### src/rtl/cgra_cfg_pkg.sv
// Shared constants for the CGRA configuration bus: opcodes, address word
// field positions and the readback value returned for a bad register index.
package cgra_cfg_pkg;

    localparam logic [7:0] CFG_OP_NOP         = 8'h00;
    localparam logic [7:0] CFG_OP_WRITE       = 8'h01;
    localparam logic [7:0] CFG_OP_READ        = 8'h02;
    localparam logic [7:0] CFG_OP_COMMIT      = 8'h03;
    localparam logic [7:0] CFG_OP_READ_SHADOW = 8'h04;

    localparam int OP_MSB   = 31;
    localparam int OP_LSB   = 24;
    localparam int IDX_MSB  = 23;
    localparam int IDX_LSB  = 16;
    localparam int TILE_MSB = 15;
    localparam int TILE_LSB = 0;

    localparam logic [31:0] CFG_BAD_READ = 32'hDEAD_BEEF;

endpackage

### src/rtl/cgra_cfg_decode.sv
// Combinational decode of one configuration bus address word for this tile.
// All opcode strobes are already qualified by the tile hit.
module cgra_cfg_decode
    import cgra_cfg_pkg::*;
#(
    parameter logic [15:0] TILE_ID  = 16'h0000,
    parameter int          NUM_REGS = 8
) (
    input  logic [31:0] addr,
    output logic        hit,
    output logic        op_write,
    output logic        op_read,
    output logic        op_commit,
    output logic        op_read_shadow,
    output logic        idx_legal,
    output logic        is_illegal
);

    logic [7:0]  opcode;
    logic [7:0]  idx;
    logic [15:0] tile;

    assign opcode = addr[OP_MSB:OP_LSB];
    assign idx    = addr[IDX_MSB:IDX_LSB];
    assign tile   = addr[TILE_MSB:TILE_LSB];

    // Tile match, per-opcode strobes and the unknown-opcode flag
    always_comb begin
        hit            = (tile == TILE_ID);
        op_write       = hit && (opcode == CFG_OP_WRITE);
        op_read        = hit && (opcode == CFG_OP_READ);
        op_commit      = hit && (opcode == CFG_OP_COMMIT);
        op_read_shadow = hit && (opcode == CFG_OP_READ_SHADOW);
        idx_legal      = ({24'd0, idx} < 32'(NUM_REGS));
        is_illegal     = hit && !(opcode inside {CFG_OP_NOP, CFG_OP_WRITE, CFG_OP_READ,
                                                 CFG_OP_COMMIT, CFG_OP_READ_SHADOW});
    end

endmodule

### src/rtl/cgra_config_responder.sv
// Tile-side configuration endpoint: double-buffered register bank (shadow
// written by WRITE, copied to active on COMMIT), registered readback and a
// saturating count of rejected commands addressed to this tile.
module cgra_config_responder
    import cgra_cfg_pkg::*;
#(
    parameter logic [15:0] TILE_ID  = 16'h0000,
    parameter int          NUM_REGS = 8,
    parameter int          ERR_W    = 8
) (
    input  logic                  clk_in,
    input  logic                  reset_in,
    input  logic [31:0]           config_addr_in,
    input  logic [31:0]           config_data_in,
    output logic [32*NUM_REGS-1:0] config_out,
    output logic [31:0]           read_data_out,
    output logic                  read_valid_out,
    output logic                  commit_out,
    output logic [ERR_W-1:0]      err_count_out
);

    // Only the low index bits are needed to address the bank; out-of-range
    // indices are caught by idx_legal before any array access matters.
    localparam int IW = (NUM_REGS > 1) ? $clog2(NUM_REGS) : 1;

    logic        hit;
    logic        op_write;
    logic        op_read;
    logic        op_commit;
    logic        op_read_shadow;
    logic        idx_legal;
    logic        is_illegal;
    logic        any_read;
    logic        err_inc;
    logic [IW-1:0] widx;

    logic [31:0] shadow [NUM_REGS];
    logic [31:0] active [NUM_REGS];

    function automatic logic [ERR_W-1:0] sat_inc(input logic [ERR_W-1:0] v);
        return (&v) ? v : v + ERR_W'(1);
    endfunction

    cgra_cfg_decode #(
        .TILE_ID  (TILE_ID),
        .NUM_REGS (NUM_REGS)
    ) u_decode (
        .addr           (config_addr_in),
        .hit            (hit),
        .op_write       (op_write),
        .op_read        (op_read),
        .op_commit      (op_commit),
        .op_read_shadow (op_read_shadow),
        .idx_legal      (idx_legal),
        .is_illegal     (is_illegal)
    );

    assign widx     = config_addr_in[IDX_LSB +: IW];
    assign any_read = op_read | op_read_shadow;
    assign err_inc  = is_illegal | ((op_write | any_read) & ~idx_legal);

    // Shadow bank: takes WRITE data; survives COMMIT
    always_ff @(posedge clk_in or posedge reset_in) begin
        if (reset_in) begin
            for (int i = 0; i < NUM_REGS; i++) shadow[i] <= '0;
        end else if (op_write && idx_legal) begin
            shadow[widx] <= config_data_in;
        end
    end

    // Active bank: whole-bank atomic copy from shadow on COMMIT
    always_ff @(posedge clk_in or posedge reset_in) begin
        if (reset_in) begin
            for (int i = 0; i < NUM_REGS; i++) active[i] <= '0;
        end else if (op_commit) begin
            active <= shadow;
        end
    end

    // Registered readback and commit pulses; read data holds between reads
    always_ff @(posedge clk_in or posedge reset_in) begin
        if (reset_in) begin
            read_data_out  <= '0;
            read_valid_out <= 1'b0;
            commit_out     <= 1'b0;
        end else begin
            read_valid_out <= any_read;
            commit_out     <= op_commit;
            if (any_read) begin
                if (!idx_legal)   read_data_out <= CFG_BAD_READ;
                else if (op_read) read_data_out <= active[widx];
                else              read_data_out <= shadow[widx];
            end
        end
    end

    // Saturating count of rejected commands
    always_ff @(posedge clk_in or posedge reset_in) begin
        if (reset_in) begin
            err_count_out <= '0;
        end else if (err_inc) begin
            err_count_out <= sat_inc(err_count_out);
        end
    end

    for (genvar i = 0; i < NUM_REGS; i++) begin : g_cfg_out
        assign config_out[32*i +: 32] = active[i];
    end

endmodule

### config.mk
export PLATFORM = sky130hd
export DESIGN_NAME = cgra_config_responder
export DESIGN_NICKNAME = d
export VERILOG_FILES = /design/src/rtl/cgra_cfg_pkg.sv /design/src/rtl/cgra_cfg_decode.sv /design/src/rtl/cgra_config_responder.sv
export SDC_FILE = /design/constraint.sdc
export NUM_CORES = 1
export LEC_CHECK = 0
export ABC_CLOCK_PERIOD_IN_PS = 32100
export CORE_ASPECT_RATIO = 0.8
export CORE_MARGIN = 8
export CORE_UTILIZATION = 59
export DETAILED_ROUTE_END_ITERATION = 16
export GPL_TIMING_DRIVEN = 0
export PLACE_DENSITY = 0.89
export SLEW_MARGIN = 10
export SYNTH_ARGS = -nofsm -noshare
export SYNTH_HDL_FRONTEND = slang
export SYNTH_SLANG_ARGS = --single-unit
export TNS_END_PERCENT = 30
### constraint.sdc
create_clock -name clk_in -period 32.1 [get_ports clk_in]
set_input_delay 8.025 -clock clk_in [delete_from_list [all_inputs] [get_ports clk_in]]
set_output_delay 8.025 -clock clk_in [all_outputs]
set_load 0.005 [all_outputs]
Word level (Yosys, flattened, before mapping):

Cells that the tools add are included.

* add/subtract/negate cells: 1
* order comparisons: 3
* equality and inequality tests: 4
* mux-type cells: 11
* bitwise logic cells: 7
* reduce and logical (&&, ||, !) cells: 13

Operators with widths (count)
* bitwise mux 256 bit: 1
* 2-to-1 mux 32 bit: 7
* binary-select mux 32 bit (select 3 bit): 2
* demux 32 bit (select 3 bit): 1
* == test 8 x 2 -> 1 bit, second input constant: 2
* logical NOT 16 bit: 1
* adder 8 x 1 -> 8 bit, second input constant: 1
* == test 8 x 1 -> 1 bit, second input constant: 1
* == test 8 x 3 -> 1 bit, second input constant: 1
* logical NOT 8 bit: 1
* less-than comparator 8 x 4 -> 1 bit, second input constant: 1
* AND reduction 8 bit: 1
* logical AND 1 bit: 7
* nonzero test 5 bit: 1
* >= comparator 4 bit, second input constant: 1
* less-than comparator 4 x 1 -> 1 bit, second input constant: 1
* NOT 3 -> 4 bit: 1
* bitwise OR 1 bit: 3
* NOT 1 bit: 2
* AND reduction 2 bit: 1
* AND 1 bit: 1
* logical NOT 1 bit: 1

* bits in registers: 554
* output and inout bits: 298
* logic and storage cells: 59

Longest topological paths before layout:

Gate-level depths: netlist (run 1).

* word-level depth: 7
* mapped depth: 9
* mapped depth without buffers: 6

By module:

A second synthesis (run 1) with hierarchy kept.

* cell total of the unflattened synthesis: 1612
* area total of the unflattened synthesis: 24708.7 um2

Modules (own cells, without submodules)
* cgra_config_responder: instances 1, cells an instance 1590, area each 24592.3 um2, seq. area each 13863.3 um2
* cgra_cfg_decode: instances 1, cells an instance 22, area each 116.4 um2, seq. area each 0.0 um2

Worst setup path after synthesis (run 1):

Ideal clock, no wire load.

* path type: input -> register
* start: input port config_addr_in[29]
* end: register read_data_out[0]
* library setup time: 0.126 ns
* data arrival time: 9.948 ns
* data required time: 31.974 ns
* setup slack: 22.026 ns
* stages on the path: 9
* buffers on the path: 3
* path through: or4_4 > or2_1 > or4_1 > buf_2 > clkinv_4 > and3_1 > buf_4 > buf_6 > a31oi_1

* word-level cells in the longest chain between the ends: 4
* elaborated cells between the ends (all ways): 7
* those cells by class: eq/ne: 2; mux: 2; bitwise: 1; reduce/logical: 2

RTL lines
* start, declared: RTL line cgra_config_responder.sv:13 `input logic [31:0] config_addr_in,`
* == test 8 x 2 -> 1 bit: RTL line cgra_cfg_decode.sv:31 `op_read = hit && (opcode == CFG_OP_READ);`
* logical AND 1 bit: RTL line cgra_cfg_decode.sv:31
* 2-to-1 mux 32 bit: RTL line cgra_config_responder.sv:91 `else if (op_read) read_data_out <= active[widx];`
* 2-to-1 mux 32 bit: RTL line cgra_config_responder.sv:90 `if (!idx_legal) read_data_out <= CFG_BAD_READ;`
* end signal, assigned: RTL line cgra_config_responder.sv:91
* end signal, assigned: RTL line cgra_config_responder.sv:92 `else read_data_out <= shadow[widx];`
* end, declared: RTL line cgra_config_responder.sv:16 `output logic [31:0] read_data_out,`

Several ways; a longest one is shown, not always the timed one.
A chain may end at the register's enable or synchronous reset.

Final worst setup path (run 1):

* start: input port config_addr_in[1]
* end: register shadow[195] in the netlist's numbering

* word-level cells in the longest chain between the ends: 3

RTL lines
* logical NOT 16 bit: RTL line cgra_cfg_decode.sv:29 `hit = (tile == TILE_ID);`
* logical AND 1 bit: RTL line cgra_cfg_decode.sv:30 `op_write = hit && (opcode == CFG_OP_WRITE);`
* logical AND 1 bit: RTL line cgra_config_responder.sv:66 `end else if (op_write && idx_legal) begin`
* end signal, assigned by index: RTL line cgra_config_responder.sv:67 `shadow[widx] <= config_data_in;`
* end, declared: RTL line cgra_config_responder.sv:37 `logic [31:0] shadow [NUM_REGS];`

No other way between the ends.

==> flow_metrics.tcl, run 1 <==
set metrics [dict create \
    vias 21300 \
    grt_pass1_wl_um 139000 \
    crit_path_start "config_addr_in[1]" \
    h-tree-depth 2 \
    synth_largest_area_cell "dfrtp_1" \
    setup_ws_ps 21280 \
    clk_pin_slew_worst_paths_ps 70 \
    dpl.hpwl_um 64400 \
    io_pins 364 \
    power.internal_w 0.00109 \
    finalHoldViolCount 0 \
    synth_area_um2 25000 \
    final_nets 2727 \
    crit_chain "clkdlybuf4s50_1 -> nor4_1 -> and4_1 -> clkbuf_1 -> nand4_1 -> clkbuf_1 -> mux2_2" \
    cp_data_required_time_ps 32590 \
    cp-start-kind "primary input" \
    drc 0 \
    path_buf_inv 3 \
    cts_buffers 52 \
    grt_max_degree 118 \
    maxCapViolations 0 \
    antenna_found_initial 6 \
    swShare_pct 22.9 \
    worstPathArrival_ps 11300 \
    switching_power_w 0.000324 \
    syn_inst 2239 \
    setup_violations 0 \
    setup_tns_ps 0 \
    peakVddDrop_v 0.0000391 \
    clock-sinks 554 \
    criticalPathCategory "in -> reg" \
    hold_ws_ps 487 \
    wl_met1_um 31600 \
    synth_area_leaders "dfrtp_1 55%, nand2_1 12%, mux2_2 10%" \
    min-delay-start "shadow[253]" \
    gp_congestion 0.956 \
    cts_hold_buf 0 \
    routed_wl_um 95500 \
    overflow 0 \
    postSynth.asyncResetShare_pct 100 \
    place_area_um2 29500 \
    period_minus_slack_ps 10820 \
    met2_length_um 42500 \
    start_util_pct 59.8 \
    preCtsSetupSlack_ps 20880 \
    synth-edff-count 0 \
    cellPowerDensity_nw_per_um2 45.2 \
    grt_pass1_vias 21800 \
    numPortBuffers 361 \
    crit_path_max_fanout 10 \
    end_kind "flop" \
    final_cell_area_um2 31200 \
    cp_top_family "buffers and inverters" \
    final_common_cell "nand2_1" \
    antenna_left 0 \
    ys_seq_area_share_pct 55.5 \
    layout-drive-gt1-share_pct 15.7 \
    clk_latency_ps 620 \
    power.leakage_nw 15.6 \
    synth_warnings 0 \
    fin_skew_ps 20.8 \
    cts_tree "done" \
    slew_viol_final 0 \
    floorplan.die_area_um2 49300 \
    cp_slowest_cell "clkbuf_1" \
    avgViaCountPerCell 6.54 \
    hold_class "reg -> reg" \
    synth_top_cell_area_share_pct 55.5 \
    outcome "finished clean" \
    worst_pin_slew_ps 1310 \
    die_y_um 200 \
    r2r-start "err_count_out[2]" \
    final_cell_mix "829 x nand2_1, 554 x dfrtp_1, 361 x clkdlybuf4s50_1" \
    avgSynthCellArea_um2 11.2 \
    area_growth_pct 24.9 \
    fmax_mhz 92.5 \
    rsz0062_at_grt "no" \
    pwr-share-seq_pct 49.5 \
    final_core_util_pct 74.6 \
    routedWlPerCell_um 29.3 \
    p_comb_share_pct 4.9 \
    synth_cell_types 43 \
    clock_power_share_pct 45.6 \
    routed-wl-met3_um 14800 \
    cpMostUsedCell "clkbuf_1" \
    coreArea_um2 41800 \
    finalCritPeriodShare_pct 33.7 \
    post_cts_buffers 0 \
    die_w_um 246 \
    drt_iter0_drc 2864 \
    clock-root-buffer "clkbuf_16" \
    syn-num-nets 2306 \
    synth_ff_type "dfrtp_1" \
    drt_first_pass_iters 11 \
    max_stage_delay_ps 660 \
    top_layer "met5" \
    core.rowCount 67 \
    ctsResizeCount 0 \
    synth_seq_cells 554 \
    max_slew_margin_pct 12.9 \
    clockBufferDepth 3 \
    grt_usage_pct 37.8 \
]
## sequential cells by signal, indices dropped and copies added (netlist names)
| name | count |
|---|---|
| commit_out | 1 |
| config_out | 256 |
| err_count_out | 8 |
| read_data_out | 32 |
| read_valid_out | 1 |
| shadow | 256 |
## metal layers
layer,vias to the layer above,GRT usage [%]
li1,8469,-
met1,10600,44.9
met2,1771,56.0
met3,497,16.6
met4,2,23.1
met5,-,0
## final cells by class
| class | count | area (um2) |
|---|---|---|
| buffer | 146 | 607 |
| timing repair buffer | 367 | 3770 |
| multi-input combinational | 1537 | 10500 |
| clock buffer | 77 | 1560 |
| clock inverter | 15 | 183 |
| fill | 2553 | 10600 |
| inverter | 2 | 20.0 |
| tap | 552 | 691 |
| sequential | 554 | 13900 |
| antenna | 6 | 15.0 |
## per-stage QoR
step	cells	power (W)
after detailed placement	3157	0.000778
after CTS	3249	0.00140
after global routing	3255	0.00144
after global placement	3152	0.000775
final	3256	0.00141
after floorplan	2239	0.000747
## worst paths after layout
check | end | slack (ps) | cells past startpoint
worst min-delay path | config_out[29] | 490 | 2
worst max-delay path | shadow[195] | 21280 | 7
worst max register to register | err_count_out[1] | 30440 | 5
max in group asynchronous | read_data_out[3] | 22590 | 5
min in group asynchronous | config_out[144] | 7840 | 2
worst min register to register | config_out[29] | 490 | 2
## worst min-delay path, stage by stage (launching register included)
cell,delay (ps)
dfrtp_1,360
nand2_1,60
nand2_1,60
## kinds of logic (layout without fill, tap and decap cells)
group / after synthesis / count (layout) / synth area share, %
adder cells (fa/ha/maj): 1 / 1 / 0.0500
XOR/XNOR: 4 / 4 / 0.140
other: 0 / 6 / 0
AO/OA/AOI/OAI: 101 / 101 / 3.14
buffers and inverters: 148 / 607 / 2.46
multiplexers: 460 / 460 / 22.9
flip-flops: 554 / 554 / 55.5
AND/OR/NAND/NOR: 971 / 971 / 15.8
## synth_stat cells (2+ instances only)
cell and count:
a21oi_1 2, a221oi_1 62, a22oi_1 2, a31oi_1 23, and2_1 2, and3_1 4, and4_1 3, and4b_1 2
buf_1 13, buf_2 29, buf_6 2, clkbuf_1 101, dfrtp_1 554, mux2_1 30, mux2_2 230, mux2i_1 136
mux4_2 64, nand2_1 829, nand2b_1 4, nand3_1 6, nand4_1 9, nor2_1 30, nor2b_1 65, nor3_1 3
nor4_1 5, o21ai_0 8, or4_1 2, xnor2_1 4
## power by group through the flow
stage                     combinational, W  clock [W]  sequential [W]
after floorplan                  0.0000351          0        0.000712
final                            0.0000698   0.000643        0.000698
after global placement           0.0000631          0        0.000712
after global routing             0.0000734   0.000665        0.000698
after CTS                        0.0000679   0.000637        0.000698
after detailed placement         0.0000670          0        0.000711
No activity file was read; power rests on OpenSTA's default activity.
==> inputs of run 2 (changes only) <==
- ABC_CLOCK_PERIOD_IN_PS: 32100 -> 11300
- CORE_UTILIZATION: 59 -> 55
- PLACE_DENSITY: 0.89 -> 0.84
- clock period: 32.1 -> 11.3 ns (I/O delays scaled with it)
==> run 2 against run 1 <==
Effect of this change:
- non-clock buffer count is 11 higher
- critical path depth increased by 2
- sequential share of layout area down 0.45 points
- total power grew to 2.9 times the previous value
- hold slack improved by 4.5 ps
- core utilization decreased by 5.0 points
- critical path type unchanged
- critical endpoint is now config_out[221]
- highest routed layer unchanged
==> flow_metrics.tcl, run 2 (synthesis gave the netlist of run 1 again) <==
set metrics [dict create \
    rsz0062_at_grt "no" \
    die_w_um 254 \
    grt_pass1_vias 21200 \
    cts_tree "done" \
    fin_skew_ps 18.7 \
    start_util_pct 55.2 \
    setup_tns_ps 0 \
    final_common_cell "nand2_1" \
    floorplan.die_area_um2 52600 \
    switching_power_w 0.000928 \
    fmax_mhz 177 \
    finalHoldViolCount 0 \
    drt_iter0_drc 2670 \
    cts_hold_buf 0 \
    cellPowerDensity_nw_per_um2 128 \
    hold_class "reg -> reg" \
    finalCritPeriodShare_pct 49.9 \
    grt_pass1_wl_um 136000 \
    final_cell_mix "829 x nand2_1, 554 x dfrtp_1, 361 x clkdlybuf4s50_1" \
    period_minus_slack_ps 5640 \
    pwr-share-seq_pct 49.0 \
    drt_first_pass_iters 5 \
    clk_pin_slew_worst_paths_ps 70 \
    grt_max_degree 42 \
    crit_path_max_fanout 10 \
    io_pins 364 \
    overflow 0 \
    power.internal_w 0.00312 \
    cts_buffers 54 \
    dpl.hpwl_um 65700 \
    p_comb_share_pct 5.1 \
    clock-sinks 554 \
    end_kind "flop" \
    vias 20800 \
    crit_chain "clkdlybuf4s50_1 -> nor4_1 -> and4_1 -> and4_1 -> clkbuf_1 -> clkbuf_1 -> clkbuf_1 -> nand2_1 -> nand2_1" \
    peakVddDrop_v 0.000103 \
    criticalPathCategory "in -> reg" \
    setup_violations 0 \
    power.leakage_nw 15.7 \
    swShare_pct 22.9 \
    max_slew_margin_pct 10.8 \
    coreArea_um2 45300 \
    cp_data_required_time_ps 11840 \
    routedWlPerCell_um 28.2 \
    clock-root-buffer "clkbuf_16" \
    outcome "finished clean" \
    r2r_setup_slack_ps 9540 \
    ctsResizeCount 0 \
    worstPathArrival_ps 6180 \
    clock_power_share_pct 45.9 \
    fin_cells 3328 \
    area_growth_pct 26.2 \
    cp_top_family "buffers and inverters" \
    path_buf_inv 4 \
    layout-drive-gt1-share_pct 16.3 \
    total_power_w 0.00405 \
    routed_wl_um 94000 \
    antenna_left 0 \
    cp-start-kind "primary input" \
    max_stage_delay_ps 880 \
    worst_pin_slew_ps 1340 \
    final_nets 2740 \
    post_cts_buffers 0 \
    numPortBuffers 361 \
    gp_congestion 0.930 \
    clockBufferDepth 3 \
    drc 0 \
    clk_latency_ps 620 \
    die_y_um 207 \
    core.rowCount 70 \
    grt_usage_pct 35.3 \
    h-tree-depth 2 \
    cp_slowest_cell "clkbuf_1" \
    place_inst 3229 \
    antenna_found_initial 3 \
    maxCapViolations 0 \
    slew_viol_final 0 \
    cpMostUsedCell "clkbuf_1" \
    avgViaCountPerCell 6.25 \
]
## run 2: changes by cell type in the layout (fill, tap and decap cells not counted), moves of 2 or more
cell	before	now
inv_6	0	2
buf_12	0	15
buf_16	5	1
clkbuf_1	111	109
clkbuf_16	53	55
clkbuf_8	14	16
clkinv_2	9	12
diode_2	6	1
## run 2: stage by stage
step                hold WS (ps)  utilization, %  instance area, um2  worst slack (ps)
finish                       491            69.7               31500              5660
global route                 512            69.7               31500              5600
CTS                          488            69.6               31500              5910
detailed placement           475            65.6               29700              5260
global placement             467            64.9               29400             -2080
floorplan                    455               -               25000               935
## run 2: power by group through the flow
| stage | registers, W | clock network [W] | logic, W |
|---|---|---|---|
| 2_1_floorplan | 0.00202 | 0 | 0.000100 |
| 3_3_place_gp | 0.00202 | 0 | 0.000180 |
| 3_5_place_dp | 0.00202 | 0 | 0.000200 |
| 4_1_cts | 0.00198 | 0.00185 | 0.000202 |
| 5_1_grt | 0.00198 | 0.00193 | 0.000216 |
| 6_report | 0.00198 | 0.00186 | 0.000205 |
## run 2: worst paths after layout
path | startpoint | endpoint | cells after the start
worst min register to register | read_data_out[24] | read_data_out[24] | 2
min in group asynchronous | reset_in | config_out[144] | 2
worst max register to register | err_count_out[2] | err_count_out[1] | 5
worst min-delay path | read_data_out[24] | read_data_out[24] | 2
worst max-delay path | config_addr_in[10] | config_out[221] | 9
max in group asynchronous | reset_in | config_out[1] | 8
## run 2: layout make-up
cell class | instances | area [um2]
Sequential cell | 554 | 13900
Fill cell | 3152 | 13700
Multi-Input combinational cell | 1537 | 10500
Timing Repair Buffer | 378 | 3950
Clock buffer | 79 | 1630
Tap cell | 612 | 766
Buffer | 146 | 607
Clock inverter | 19 | 185
Inverter | 2 | 16.3
Antenna cell | 1 | 2.50
## run 2: per-layer routing
layer  vias up  GRT usage, %  share of wire, %
met5         -             0             0.033
met4         4          17.2               5.3
met3       336          12.7                14
met2      1478          54.7                46
met1     10500          43.9                35
li1       8507             -                 -
## run 2: worst register-to-register path, cell delays in order (launching register included)
cell	delay [ps]
dfrtp_1	470
and4_1	270
nand4_1	180
and2_1	240
nand2_1	140
mux2_2	350
==> inputs of run 3 (changes only) <==
- ABC_CLOCK_PERIOD_IN_PS: 11300 -> 5300
- clock period: 11.3 -> 5.3 ns (I/O delays scaled with it)
==> results of run 3 <==
The final DEF is identical to that of run 2. Status: finished clean.
Main changes from that run: setup slack after placement 5260 ps -> 758 ps; setup slack after layout 5660 ps -> 1160 ps; register-to-register setup slack 9540 ps -> 3540 ps; total power 0.00405 W -> 0.00863 W; worst IR drop on VDD 0.000103 V -> 0.000220 V
